**src/rtl/mem_port_arbiter.sv**
```systemverilog
// mem_port_arbiter
// Shares one byte-lane RAM (one read port, one write port) between the instruction-fetch
// port and the load/store port. Round-robin arbitration; RV32I funct3 + byte address are
// converted to word address, byte enables and lane-positioned write data. Load data is
// lane-extracted and sign/zero-extended.
//
// Ports:
//   clk, rst (sync, active-low), clk_en (global enable; everything holds when low)
//   Fetch:  i_if_req, i_if_addr -> o_if_gnt, o_if_rvalid, o_if_rdata
//   Data:   i_d_req, i_d_we, i_d_funct3, i_d_addr, i_d_wdata
//           -> o_d_gnt, o_d_err, o_d_rvalid, o_d_rdata
//   RAM:    o_ram_read_req, o_ram_read_addr, i_ram_read_data (1-cycle latency),
//           o_ram_write_en, o_ram_byte_en, o_ram_write_addr, o_ram_write_data
//
// Timing: a read is granted in IDLE, the RAM returns data in the following RESP cycle
// (rvalid high). The rdata outputs are registers captured at the end of the rvalid cycle,
// so they carry the new value from the cycle after rvalid and hold until the next response.
module mem_port_arbiter #(
  parameter int unsigned RAM_AW = 5,
  parameter int unsigned XLEN   = 32
) (
  input  logic              clk,
  input  logic              rst,
  input  logic              clk_en,
  input  logic              i_if_req,
  input  logic [XLEN-1:0]   i_if_addr,
  output logic              o_if_gnt,
  output logic              o_if_rvalid,
  output logic [XLEN-1:0]   o_if_rdata,
  input  logic              i_d_req,
  input  logic              i_d_we,
  input  logic [2:0]        i_d_funct3,
  input  logic [XLEN-1:0]   i_d_addr,
  input  logic [XLEN-1:0]   i_d_wdata,
  output logic              o_d_gnt,
  output logic              o_d_err,
  output logic              o_d_rvalid,
  output logic [XLEN-1:0]   o_d_rdata,
  output logic              o_ram_read_req,
  output logic [RAM_AW-1:0] o_ram_read_addr,
  input  logic [31:0]       i_ram_read_data,
  output logic              o_ram_write_en,
  output logic [3:0]        o_ram_byte_en,
  output logic [RAM_AW-1:0] o_ram_write_addr,
  output logic [31:0]       o_ram_write_data
);

  typedef enum logic [0:0] {StIdle, StResp} state_e;

  localparam logic SrcFetch = 1'b0;
  localparam logic SrcData  = 1'b1;

  state_e          state_q, state_d;
  logic            rr_last_q, rr_last_d;
  logic            resp_src_q, resp_src_d;
  logic [2:0]      funct3_q, funct3_d;
  logic [1:0]      lane_q, lane_d;
  logic [XLEN-1:0] if_rdata_q, if_rdata_d;
  logic [XLEN-1:0] d_rdata_q, d_rdata_d;

  logic            can_grant;
  logic            resp_fire;
  logic            if_win, d_win;
  logic            fn_ok, align_ok, d_legal;
  logic [7:0]      byte_sel;
  logic [15:0]     half_sel;
  logic [31:0]     load_ext;

  // Upper address bits beyond the RAM and the ignored fetch offset bits.
  logic unused_addr_bits;
  assign unused_addr_bits = ^{i_if_addr[XLEN-1:RAM_AW+2], i_if_addr[1:0],
                              i_d_addr[XLEN-1:RAM_AW+2]};

  // Reset is gated into the strobes so nothing is issued while rst is held low.
  assign can_grant = rst && clk_en && (state_q == StIdle);
  assign resp_fire = rst && clk_en && (state_q == StResp);

  // On contention the port that did not win last time goes first.
  assign if_win = can_grant && i_if_req && (!i_d_req || (rr_last_q == SrcData));
  assign d_win  = can_grant && i_d_req  && (!i_if_req || (rr_last_q == SrcFetch));

  always_comb begin
    if (i_d_we) begin
      fn_ok = (i_d_funct3 == 3'b000) || (i_d_funct3 == 3'b001) || (i_d_funct3 == 3'b010);
    end else begin
      fn_ok = (i_d_funct3 == 3'b000) || (i_d_funct3 == 3'b001) || (i_d_funct3 == 3'b010) ||
              (i_d_funct3 == 3'b100) || (i_d_funct3 == 3'b101);
    end
    align_ok = (i_d_funct3[1:0] == 2'b00) ||
               ((i_d_funct3[1:0] == 2'b01) && !i_d_addr[0]) ||
               ((i_d_funct3[1:0] == 2'b10) && (i_d_addr[1:0] == 2'b00));
    d_legal  = fn_ok && align_ok;
  end

  // Load extraction from the registered RAM output using the latched lane and size.
  always_comb begin
    case (lane_q)
      2'd0:    byte_sel = i_ram_read_data[7:0];
      2'd1:    byte_sel = i_ram_read_data[15:8];
      2'd2:    byte_sel = i_ram_read_data[23:16];
      default: byte_sel = i_ram_read_data[31:24];
    endcase
    half_sel = lane_q[1] ? i_ram_read_data[31:16] : i_ram_read_data[15:0];
    case (funct3_q)
      3'b000:  load_ext = {{24{byte_sel[7]}}, byte_sel};
      3'b100:  load_ext = {24'd0, byte_sel};
      3'b001:  load_ext = {{16{half_sel[15]}}, half_sel};
      3'b101:  load_ext = {16'd0, half_sel};
      default: load_ext = i_ram_read_data;
    endcase
  end

  // Grants, RAM strobes and response outputs.
  always_comb begin
    o_if_gnt         = if_win;
    o_d_gnt          = d_win;
    o_d_err          = d_win && !d_legal;
    o_if_rvalid      = resp_fire && (resp_src_q == SrcFetch);
    o_d_rvalid       = resp_fire && (resp_src_q == SrcData);
    o_ram_read_req   = 1'b0;
    o_ram_read_addr  = '0;
    o_ram_write_en   = 1'b0;
    o_ram_byte_en    = 4'b0000;
    o_ram_write_addr = '0;
    o_ram_write_data = '0;
    if (if_win) begin
      o_ram_read_req  = 1'b1;
      o_ram_read_addr = i_if_addr[RAM_AW+1:2];
    end else if (d_win && d_legal) begin
      if (i_d_we) begin
        o_ram_write_en   = 1'b1;
        o_ram_write_addr = i_d_addr[RAM_AW+1:2];
        case (i_d_funct3[1:0])
          2'b00: begin
            o_ram_byte_en    = 4'b0001 << i_d_addr[1:0];
            o_ram_write_data = {4{i_d_wdata[7:0]}};
          end
          2'b01: begin
            o_ram_byte_en    = 4'b0011 << {i_d_addr[1], 1'b0};
            o_ram_write_data = {2{i_d_wdata[15:0]}};
          end
          default: begin
            o_ram_byte_en    = 4'b1111;
            o_ram_write_data = i_d_wdata[31:0];
          end
        endcase
      end else begin
        o_ram_read_req  = 1'b1;
        o_ram_read_addr = i_d_addr[RAM_AW+1:2];
      end
    end
  end

  // Next-state logic.
  always_comb begin
    state_d    = state_q;
    rr_last_d  = rr_last_q;
    resp_src_d = resp_src_q;
    funct3_d   = funct3_q;
    lane_d     = lane_q;
    if_rdata_d = if_rdata_q;
    d_rdata_d  = d_rdata_q;
    if (if_win) begin
      rr_last_d  = SrcFetch;
      resp_src_d = SrcFetch;
      state_d    = StResp;
    end else if (d_win) begin
      rr_last_d = SrcData;
      if (d_legal && !i_d_we) begin
        resp_src_d = SrcData;
        funct3_d   = i_d_funct3;
        lane_d     = i_d_addr[1:0];
        state_d    = StResp;
      end
    end
    if (resp_fire) begin
      state_d = StIdle;
      if (resp_src_q == SrcFetch) begin
        if_rdata_d = i_ram_read_data;
      end else begin
        d_rdata_d = load_ext;
      end
    end
  end

  always_ff @(posedge clk) begin
    if (!rst) begin
      state_q    <= StIdle;
      rr_last_q  <= SrcData;
      resp_src_q <= SrcFetch;
      funct3_q   <= 3'b000;
      lane_q     <= 2'b00;
      if_rdata_q <= '0;
      d_rdata_q  <= '0;
    end else begin
      state_q    <= state_d;
      rr_last_q  <= rr_last_d;
      resp_src_q <= resp_src_d;
      funct3_q   <= funct3_d;
      lane_q     <= lane_d;
      if_rdata_q <= if_rdata_d;
      d_rdata_q  <= d_rdata_d;
    end
  end

  assign o_if_rdata = if_rdata_q;
  assign o_d_rdata  = d_rdata_q;

endmodule

```
**config.mk**
```make
export PLATFORM = sky130hd
export DESIGN_NAME = mem_port_arbiter
export DESIGN_NICKNAME = d
export VERILOG_FILES = /design/src/rtl/mem_port_arbiter.sv
export SDC_FILE = /design/constraint.sdc
export NUM_CORES = 1
export LEC_CHECK = 0
export ABC_AREA = 0
export CAP_MARGIN = 20
export CORE_UTILIZATION = 39
export DETAILED_ROUTE_END_ITERATION = 8
export PLACE_DENSITY = 0.86
export SYNTH_ARGS = -nofsm -noshare
export SYNTH_HDL_FRONTEND = slang
export SYNTH_SLANG_ARGS = --single-unit
```
**constraint.sdc**
```tcl
create_clock -name clk -period 4.1 [get_ports clk]
set_input_delay 0.82 -clock clk [delete_from_list [all_inputs] [get_ports clk]]
set_output_delay 0.82 -clock clk [all_outputs]
set_load 0.005 [all_outputs]
```
==> flow_summary.ini, run 1 <==
[sta]
min_period_over_period_pct = 95.9
min_period_ps = 3930
setup_ws_ps = 169
final-hold-violation-count = 0
tns_ps = 0
slew_headroom_pct = 49.3
setup_viol = 0
rsz0062_at_grt = false
drv_slew = 0
skew_ps = 6.97
max_freq_ghz = 0.254
worst_slew_pin_slew_ps = 759

[floorplanning]
dieArea_um2 = 10300
die_h_um = 101
start_util_pct = 41.0
ioPinCount = 254
core_um2 = 9370
die_w_um = 101
num_rows = 35

[global_routing]
grt_usage_pct = 25.9
overflow = 0
antenna_found_initial = 0
grt_pass1_vias = 4160
grt_pass1_wl_mm = 20.5
grt_max_degree = 56

[placed_design]
dp_hpwl_mm = 10.3
port_buffers = 201
dpl_worst_slack_ps = 171
gp_congestion = 0.917

[power_and_ir_drop]
peakVddDrop_v = 0.000198
p_switching_mw = 0.359
clock_power_share_pct = 39.2
seqPwrFrac_pct = 46.3
p_int_mw = 1.17
leakagePower_nw = 2.17
sw_frac_of_total_pct = 23.4
power_density_nw_per_um2 = 250
power_frac_comb_pct = 14.5

[worst_hold_path]
hold_class = flop to flop

[worst_setup_path]
start_kind = primary input
crit_top_cell = clkdlybuf4s50_1
cp_max_fo = 7
regToRegSetupSlack_ps = 1930
end_kind = output port
path_cells = clkdlybuf4s50_1, or4_4, a2111oi_4, a22o_1, clkdlybuf4s50_1
crit_arrival_ps = 3110
worst-setup-path-type = primary input to output port
cpPeakStageDelay_ps = 540
required_ps = 3280
critPathSlowestCell = or4_4

[drt]
drc_errors = 0
drtAntennaViolNets = 0
routed_wl_mm = 13.3
routed_via_density = 5.27
wl_per_cell_um = 16.4
vias = 4281
first_pass_iters = 4
drtIter0Drc = 240

[cts]
cts-htree-levels = 3
cts-root-buf = clkbuf_8
cts_resized = 0
cts_buffers = 9
cts_tree = yes
clkSlewWorstSetupHoldPaths_ps = 70
cts_buffer_depth = 2
clock_latency_ps = 340
post_cts_buffers = 0
holdBufCountCts = 0
cts.sinks = 72

[finish]
nets = 817
diodes = 0
nFillCells = 825
seq_area_um2 = 1440
layout-drive-gt1-share_pct = 6.29
syn_to_final_growth_pct = 59.6
multi_input_area_um2 = 2200

[yosys]
synth_area_um2 = 3840
syn-num-nets = 634
syn_avg_cell_area_um2 = 7.73
synth-seq-cells = 72
synth.distinct_cells = 38
yosysWarnings = 0
synth_seq_area_share_pct = 37.5
synthCells = 497

[status]
outcome = finished, final reports clean

[job]
drv_cap = 0
-- through the flow --
step           power, mW  util, %  cell area, um2  hold slack, ps  std cells
4_1_cts             1.54     65.4            6130             466        813
2_1_floorplan      0.809        -            3840             449        497
6_report            1.53     65.4            6130             462        813
3_3_place_gp       0.943     63.2            5920             449        798
5_1_grt             1.59     65.4            6130             484        813
3_5_place_dp       0.947     63.2            5920             456        798
-- registers in the layout, summed over array words and instances (netlist names) --
name	count
o_if_rdata	32
funct3_q	3
o_d_rdata	32
state_q	1
lane_q	2
resp_src_q	1
rr_last_q	1
-- power groups by stage --
stage	logic, mW	registers, mW	clock network (mW)
after floorplan	0.0839	0.725	0
after global placement	0.217	0.726	0
after detailed placement	0.221	0.726	0
after CTS	0.222	0.710	0.606
after global routing	0.238	0.710	0.642
final	0.222	0.710	0.601
-- kinds of logic (layout without fill, tap and decap cells) --
logic type,count (synthesis),in the layout,synth area share (%)
buffers and inverters,47,234,5.24
DFF,72,72,37.5
and+or+nand+nor,184,184,21.6
muxes,32,32,8.63
AOI/OAI and AO/OA,162,162,27.1
-- metal layers --
metal / global-route usage, % / wire (um) / vias to the layer above
met3: 7.94 / 1190 / 13
met5: 0 / 0 / -
met2: 47.6 / 6860 / 184
li1: - / - / 2082
met4: 6.24 / 176 / 0
met1: 29.1 / 5110 / 2002
-- worst paths after layout --
path / startpoint / end / cells past startpoint
min reg2reg: o_if_rdata[9] / o_if_rdata[9] / 2
max reg2reg: lane_q[1] / o_d_rdata[28] / 4
min: o_if_rdata[9] / o_if_rdata[9] / 2
max: i_d_addr[1] / o_ram_read_addr[0] / 5
-- worst max-delay path: cells and delay by family --
family / cells / cell delay, ps
and+or+nand+nor: 1 / 540
buffers and inverters: 2 / 1010
AOI/OAI and AO/OA: 2 / 740
-- placed cells by master (no fill, tap or decap), drive strengths merged, types with 4 or more instances in the layout --
| cell | count |
|---|---|
| clkdlybuf4s50 | 200 |
| nand2 | 106 |
| dfxtp | 72 |
| a21oi | 58 |
| o21ai | 36 |
| nor2 | 33 |
| a21boi | 32 |
| mux2i | 23 |
| and2 | 13 |
| buf | 13 |
| nand3b | 11 |
| clkbuf | 10 |
| o211ai | 9 |
| mux2 | 9 |
| inv | 7 |
| a22o | 5 |
| nand3 | 4 |
| o21bai | 4 |
| nor3 | 4 |
| nor4bb | 4 |
| o22a | 4 |
-- cells in the mapped netlist, drive strengths merged --
| cell | count | area [um2] |
|---|---|---|
| nand2 | 106 | 398 |
| a32o | 3 | 30.0 |
| o311a | 1 | 10.0 |
| o211ai | 9 | 67.6 |
| and2 | 13 | 81.3 |
| nor4bb | 4 | 40.0 |
| o31a | 2 | 17.5 |
| o21bai | 4 | 30.0 |
| mux2i | 23 | 230 |
| or2 | 2 | 12.5 |
| or4 | 1 | 11.3 |
| nor2b | 1 | 6.26 |
| nand3b | 11 | 82.6 |
| clkbuf | 30 | 113 |
| nand3 | 4 | 20.0 |
| a21boi | 32 | 240 |
| nor2 | 33 | 124 |
| nand4 | 1 | 6.26 |
| o21a | 3 | 22.5 |
| o211a | 1 | 10.0 |
| nor3 | 4 | 20.0 |
| a2111oi | 1 | 27.5 |
| a221o | 1 | 10.0 |
| or2b | 1 | 7.51 |
| buf | 11 | 66.3 |
| inv | 6 | 22.5 |
| a21bo | 1 | 10.0 |
| dfxtp | 72 | 1440 |
| mux2 | 9 | 101 |
| o21ai | 36 | 184 |
| nand2b | 3 | 18.8 |
| o221a | 1 | 11.3 |
| a21oi | 58 | 290 |
| o22a | 4 | 35.0 |
| a22o | 5 | 43.8 |
-- final cells by class --
type,instances,share of cell area (%)
Sequential cell,72,23.5
Clock inverter,5,1.33
Timing Repair Buffer,213,34.2
Tap cell,129,2.63
Inverter,6,0.367
Clock buffer,10,2.08
Multi-Input combinational cell,378,35.9
Power figures use the tool's default switching activity.
==> run 2: changes to the inputs <==
--- a/config.mk
+++ b/config.mk
@@ -7,6 +7,7 @@
 export LEC_CHECK = 0
 export ABC_AREA = 0
 export CAP_MARGIN = 20
+export CORE_ASPECT_RATIO = 0.6
 export CORE_UTILIZATION = 39
 export DETAILED_ROUTE_END_ITERATION = 8
 export PLACE_DENSITY = 0.86
==> flow_summary.ini, run 2 (synthesized netlist as in run 1, its figures left out) <==
[status]
outcome = finished, final reports clean

[finish]
finish.utilization_pct = 66.5
nets = 818
syn_to_final_growth_pct = 61.8
nFillCells = 772
final_common_cell = clkdlybuf4s50_1
layout-drive-gt1-share_pct = 6.42
multi_input_area_um2 = 2200
diodes = 0
layout_common_cells = clkdlybuf4s50_1 (200), nand2_1 (106), dfxtp_1 (72)
seq_area_um2 = 1440

[worst_setup_path]
rr_startpoint = lane_q[1]
end_kind = output port
start_kind = primary input
reg2reg_depth = 4
cp_max_fo = 28
required_ps = 3280
crit_path_start = i_d_addr[1]
crit_arrival_ps = 3110
worst-setup-path-type = primary input to output port

[drt]
drc_errors = 0
wl_per_cell_um = 17.5
routed_via_density = 5.33
vias = 4346
routed_wl_mm = 14.2
first_pass_iters = 5
drtAntennaViolNets = 0
drtIter0Drc = 356

[cts]
cts.sinks = 72
cts_buffer_depth = 2
clock_latency_ps = 330
cts_resized = 0
cts_tree = yes
clkSlewWorstSetupHoldPaths_ps = 60
holdBufCountCts = 0
cts-htree-levels = 3
cts_buffers = 9
cts-root-buf = clkbuf_16

[worst_hold_path]
hold_class = flop to flop
holdPathStages = 2
hp-start = o_if_rdata[8]

[floorplanning]
die_h_um = 78.9
num_rows = 27
die_w_um = 130
dieArea_um2 = 10300
ioPinCount = 254
core_um2 = 9360
start_util_pct = 41.1

[global_routing]
grt_usage_pct = 27.8
overflow = 0
antenna_found_initial = 0
grt_max_degree = 71
grt_pass1_wl_mm = 21.6
grt_pass1_vias = 4087

[power_and_ir_drop]
seqPwrFrac_pct = 42.1
p_int_mw = 1.30
leakagePower_nw = 2.21
power_density_nw_per_um2 = 272
sw_frac_of_total_pct = 23.0
peakVddDrop_v = 0.000201
power_frac_comb_pct = 13.4
p_switching_mw = 0.389
clock_power_share_pct = 44.5

[sta]
worst_slew_pin_slew_ps = 748
final-hold-violation-count = 0
rsz0062_at_grt = false
hold_ws_ps = 464
min_period_ps = 3930
skew_ps = 6.56
slew_headroom_pct = 50.0
min_period_over_period_pct = 95.8
max_freq_ghz = 0.255
setup_viol = 0
tns_ps = 0
drv_slew = 0

[placed_design]
gp_congestion = 0.810
port_buffers = 201
dp_hpwl_mm = 10.7

[job]
drv_cap = 0
-- run 2: layout make-up --
class | count | area share (%)
clock inverter | 5 | 0.946
tap | 130 | 2.62
clock buffer | 10 | 3.68
sequential | 72 | 23.2
multi-input combinational | 378 | 35.4
timing repair buffer | 214 | 33.8
inverter | 6 | 0.362
-- run 2: path summary, 6_finish.rpt --
check                          to  slack [ps]
max          o_ram_write_data[11]         170
max reg2reg         o_d_rdata[29]        1920
min                 o_if_rdata[8]         460
min reg2reg         o_if_rdata[8]         460
-- run 2: worst max-delay path, cell delays in order --
cell             delay, ps
clkdlybuf4s50_1        490
or4_4                  550
nand2_1                120
nand3_1                100
buf_4                  240
a21oi_1                210
clkdlybuf4s50_1        580
-- run 2: layer usage --
layer  wire (um)  track usage [%]
met4         209             6.74
met2        6300             43.0
met1        6070             35.0
met5           0                0
met3        1640             12.6
-- run 2: stage by stage --
step / power [mW] / std cells / cell area (um2) / setup slack, ps
2_1_floorplan: 0.809 / 497 / 3840 / 1180
3_3_place_gp: 0.944 / 798 / 5920 / 101
3_5_place_dp: 0.950 / 798 / 5920 / 52.9
4_1_cts: 1.70 / 813 / 6200 / 42.1
5_1_grt: 1.76 / 815 / 6220 / 17.2
6_report: 1.69 / 815 / 6220 / 171
-- run 2: power groups by stage --
stage	sequential, mW	combinational (mW)	clock (mW)
6_report	0.712	0.226	0.752
5_1_grt	0.712	0.241	0.804
4_1_cts	0.712	0.224	0.763
3_5_place_dp	0.727	0.223	0
3_3_place_gp	0.726	0.218	0
2_1_floorplan	0.725	0.0839	0
-- run 2: repair_timing --
| item | CTS | global route |
|---|---|---|
| setup endpoints to repair | 0 | 6 |
| hold endpoints to repair | 0 | 0 |
| buffers inserted | 0 | 2 |
==> run 3: changes to the inputs <==
--- a/config.mk
+++ b/config.mk
@@ -9,6 +9,7 @@
 export CAP_MARGIN = 20
 export CORE_ASPECT_RATIO = 0.6
 export CORE_UTILIZATION = 39
+export CTS_BUF_LIST = sky130_fd_sc_hd__clkbuf_16
 export DETAILED_ROUTE_END_ITERATION = 8
 export PLACE_DENSITY = 0.86
 export SYNTH_ARGS = -nofsm -noshare
==> flow_summary.ini, run 3 (synthesized netlist as in run 1, its figures left out) <==
[status]
outcome = finished, final reports clean

[finish]
diodes = 0
instances_no_fill = 815
syn_to_final_growth_pct = 61.8
nets = 818
layout-drive-gt1-share_pct = 6.42
final_common_cell = clkdlybuf4s50_1
layout_common_cells = clkdlybuf4s50_1 (200), nand2_1 (106), dfxtp_1 (72)
nFillCells = 772

[cts]
cts_buffers = 9
cts_tree = yes
cts-root-buf = clkbuf_16
clkSlewWorstSetupHoldPaths_ps = 60
cts_buffer_depth = 2
cts_resized = 0
holdBufCountCts = 0
cts.sinks = 72
clock_latency_ps = 330
cts-htree-levels = 3

[sta]
setup_viol = 0
max_freq_ghz = 0.255
worst_slew_pin_slew_ps = 754
min_period_over_period_pct = 95.8
setup_ws_ps = 171
min_period_ps = 3930
final-hold-violation-count = 0
rsz0062_at_grt = false
tns_ps = 0
drv_slew = 0
skew_ps = 6.54
slew_headroom_pct = 49.6
hold_ws_ps = 464

[worst_setup_path]
cp_max_fo = 28
start_kind = primary input
worst-setup-path-type = primary input to output port
end_kind = output port
required_ps = 3280
crit_arrival_ps = 3110

[global_routing]
antenna_found_initial = 0
grt_pass1_wl_mm = 21.6
grt_usage_pct = 27.8
grt_max_degree = 71
overflow = 0
grt_pass1_vias = 4087

[power_and_ir_drop]
power_density_nw_per_um2 = 272
power_frac_comb_pct = 13.4
clock_power_share_pct = 44.4
p_int_mw = 1.30
seqPwrFrac_pct = 42.2
leakagePower_nw = 2.21
peakVddDrop_v = 0.000201
p_switching_mw = 0.390
sw_frac_of_total_pct = 23.1

[drt]
routed_via_density = 5.34
vias = 4350
wl_per_cell_um = 17.4
drc_errors = 0
drtAntennaViolNets = 0
drtIter0Drc = 361
first_pass_iters = 5
routed_wl_mm = 14.2

[placed_design]
dpl_worst_slack_ps = 52.9
gp_congestion = 0.810
port_buffers = 201
dp_hpwl_mm = 10.7
placed_cells = 798

[floorplanning]
num_rows = 27
die_w_um = 130
dieArea_um2 = 10300
ioPinCount = 254
start_util_pct = 41.1
die_h_um = 78.9
core_um2 = 9360

[worst_hold_path]
hold_class = flop to flop

[job]
drv_cap = 0
==> run 3: cell types whose count changed in the layout (fill, tap and decap cells not counted) <==
| cell | delta |
|---|---|
| clkbuf_1 | -1 |
| inv_1 | +1 |
==> run 3: routing by layer <==
layer | global-route usage (%) | wire length (um) | vias to the layer above
li1 | - | - | 2097
met1 | 35.0 | 6090 | 2028
met2 | 43.0 | 6270 | 205
met3 | 12.6 | 1620 | 20
met4 | 6.74 | 225 | 0
met5 | 0 | 0 | -
==> run 3: what timing repair did <==
action,CTS,global route
endpoints found under the setup margin,0,6
setup buffers,0,2
hold endpoints to repair,0,0
==> run 3: critical path, cell delays in order <==
cell and delay, ps:
clkdlybuf4s50_1 490, or4_4 550, nand2_1 120, nand3_1 100
buf_4 240, a21oi_1 210, clkdlybuf4s50_1 580
==> run 3: layout make-up <==
type,instances,area [um2],share of cell area [%]
clock inverters,6,62.6,1.01
inverters,6,22.5,0.362
multi-input cells,378,2200,35.4
repair buffers,214,2100,33.8
clock buffers,9,225,3.62
well taps,130,163,2.62
flip-flops and latches,72,1440,23.2
==> run 3: power groups by stage <==
stage / Sequential (mW) / Combinational (mW) / Clock [mW]
3_3_place_gp: 0.726 / 0.218 / 0
2_1_floorplan: 0.725 / 0.0839 / 0
5_1_grt: 0.712 / 0.241 / 0.801
3_5_place_dp: 0.727 / 0.223 / 0
6_report: 0.712 / 0.226 / 0.750
4_1_cts: 0.712 / 0.224 / 0.761
==> run 3: worst paths after layout <==
| kind | from | end | slack (ps) | cells after the start |
|---|---|---|---|---|
| hold / removal | o_if_rdata[8] | o_if_rdata[8] | 460 | 2 |
| hold reg to reg | o_if_rdata[8] | o_if_rdata[8] | 460 | 2 |
| setup reg to reg | lane_q[1] | o_d_rdata[29] | 1920 | 4 |
| setup / recovery | i_d_addr[1] | o_ram_write_data[11] | 170 | 7 |
==> run 3: through the flow <==
stage	area, um2	power [mW]	utilization (%)
6_report	6220	1.69	66.5
3_5_place_dp	5920	0.950	63.2
4_1_cts	6200	1.70	66.3
5_1_grt	6220	1.75	66.5
2_1_floorplan	3840	0.809	-
3_3_place_gp	5920	0.944	63.2
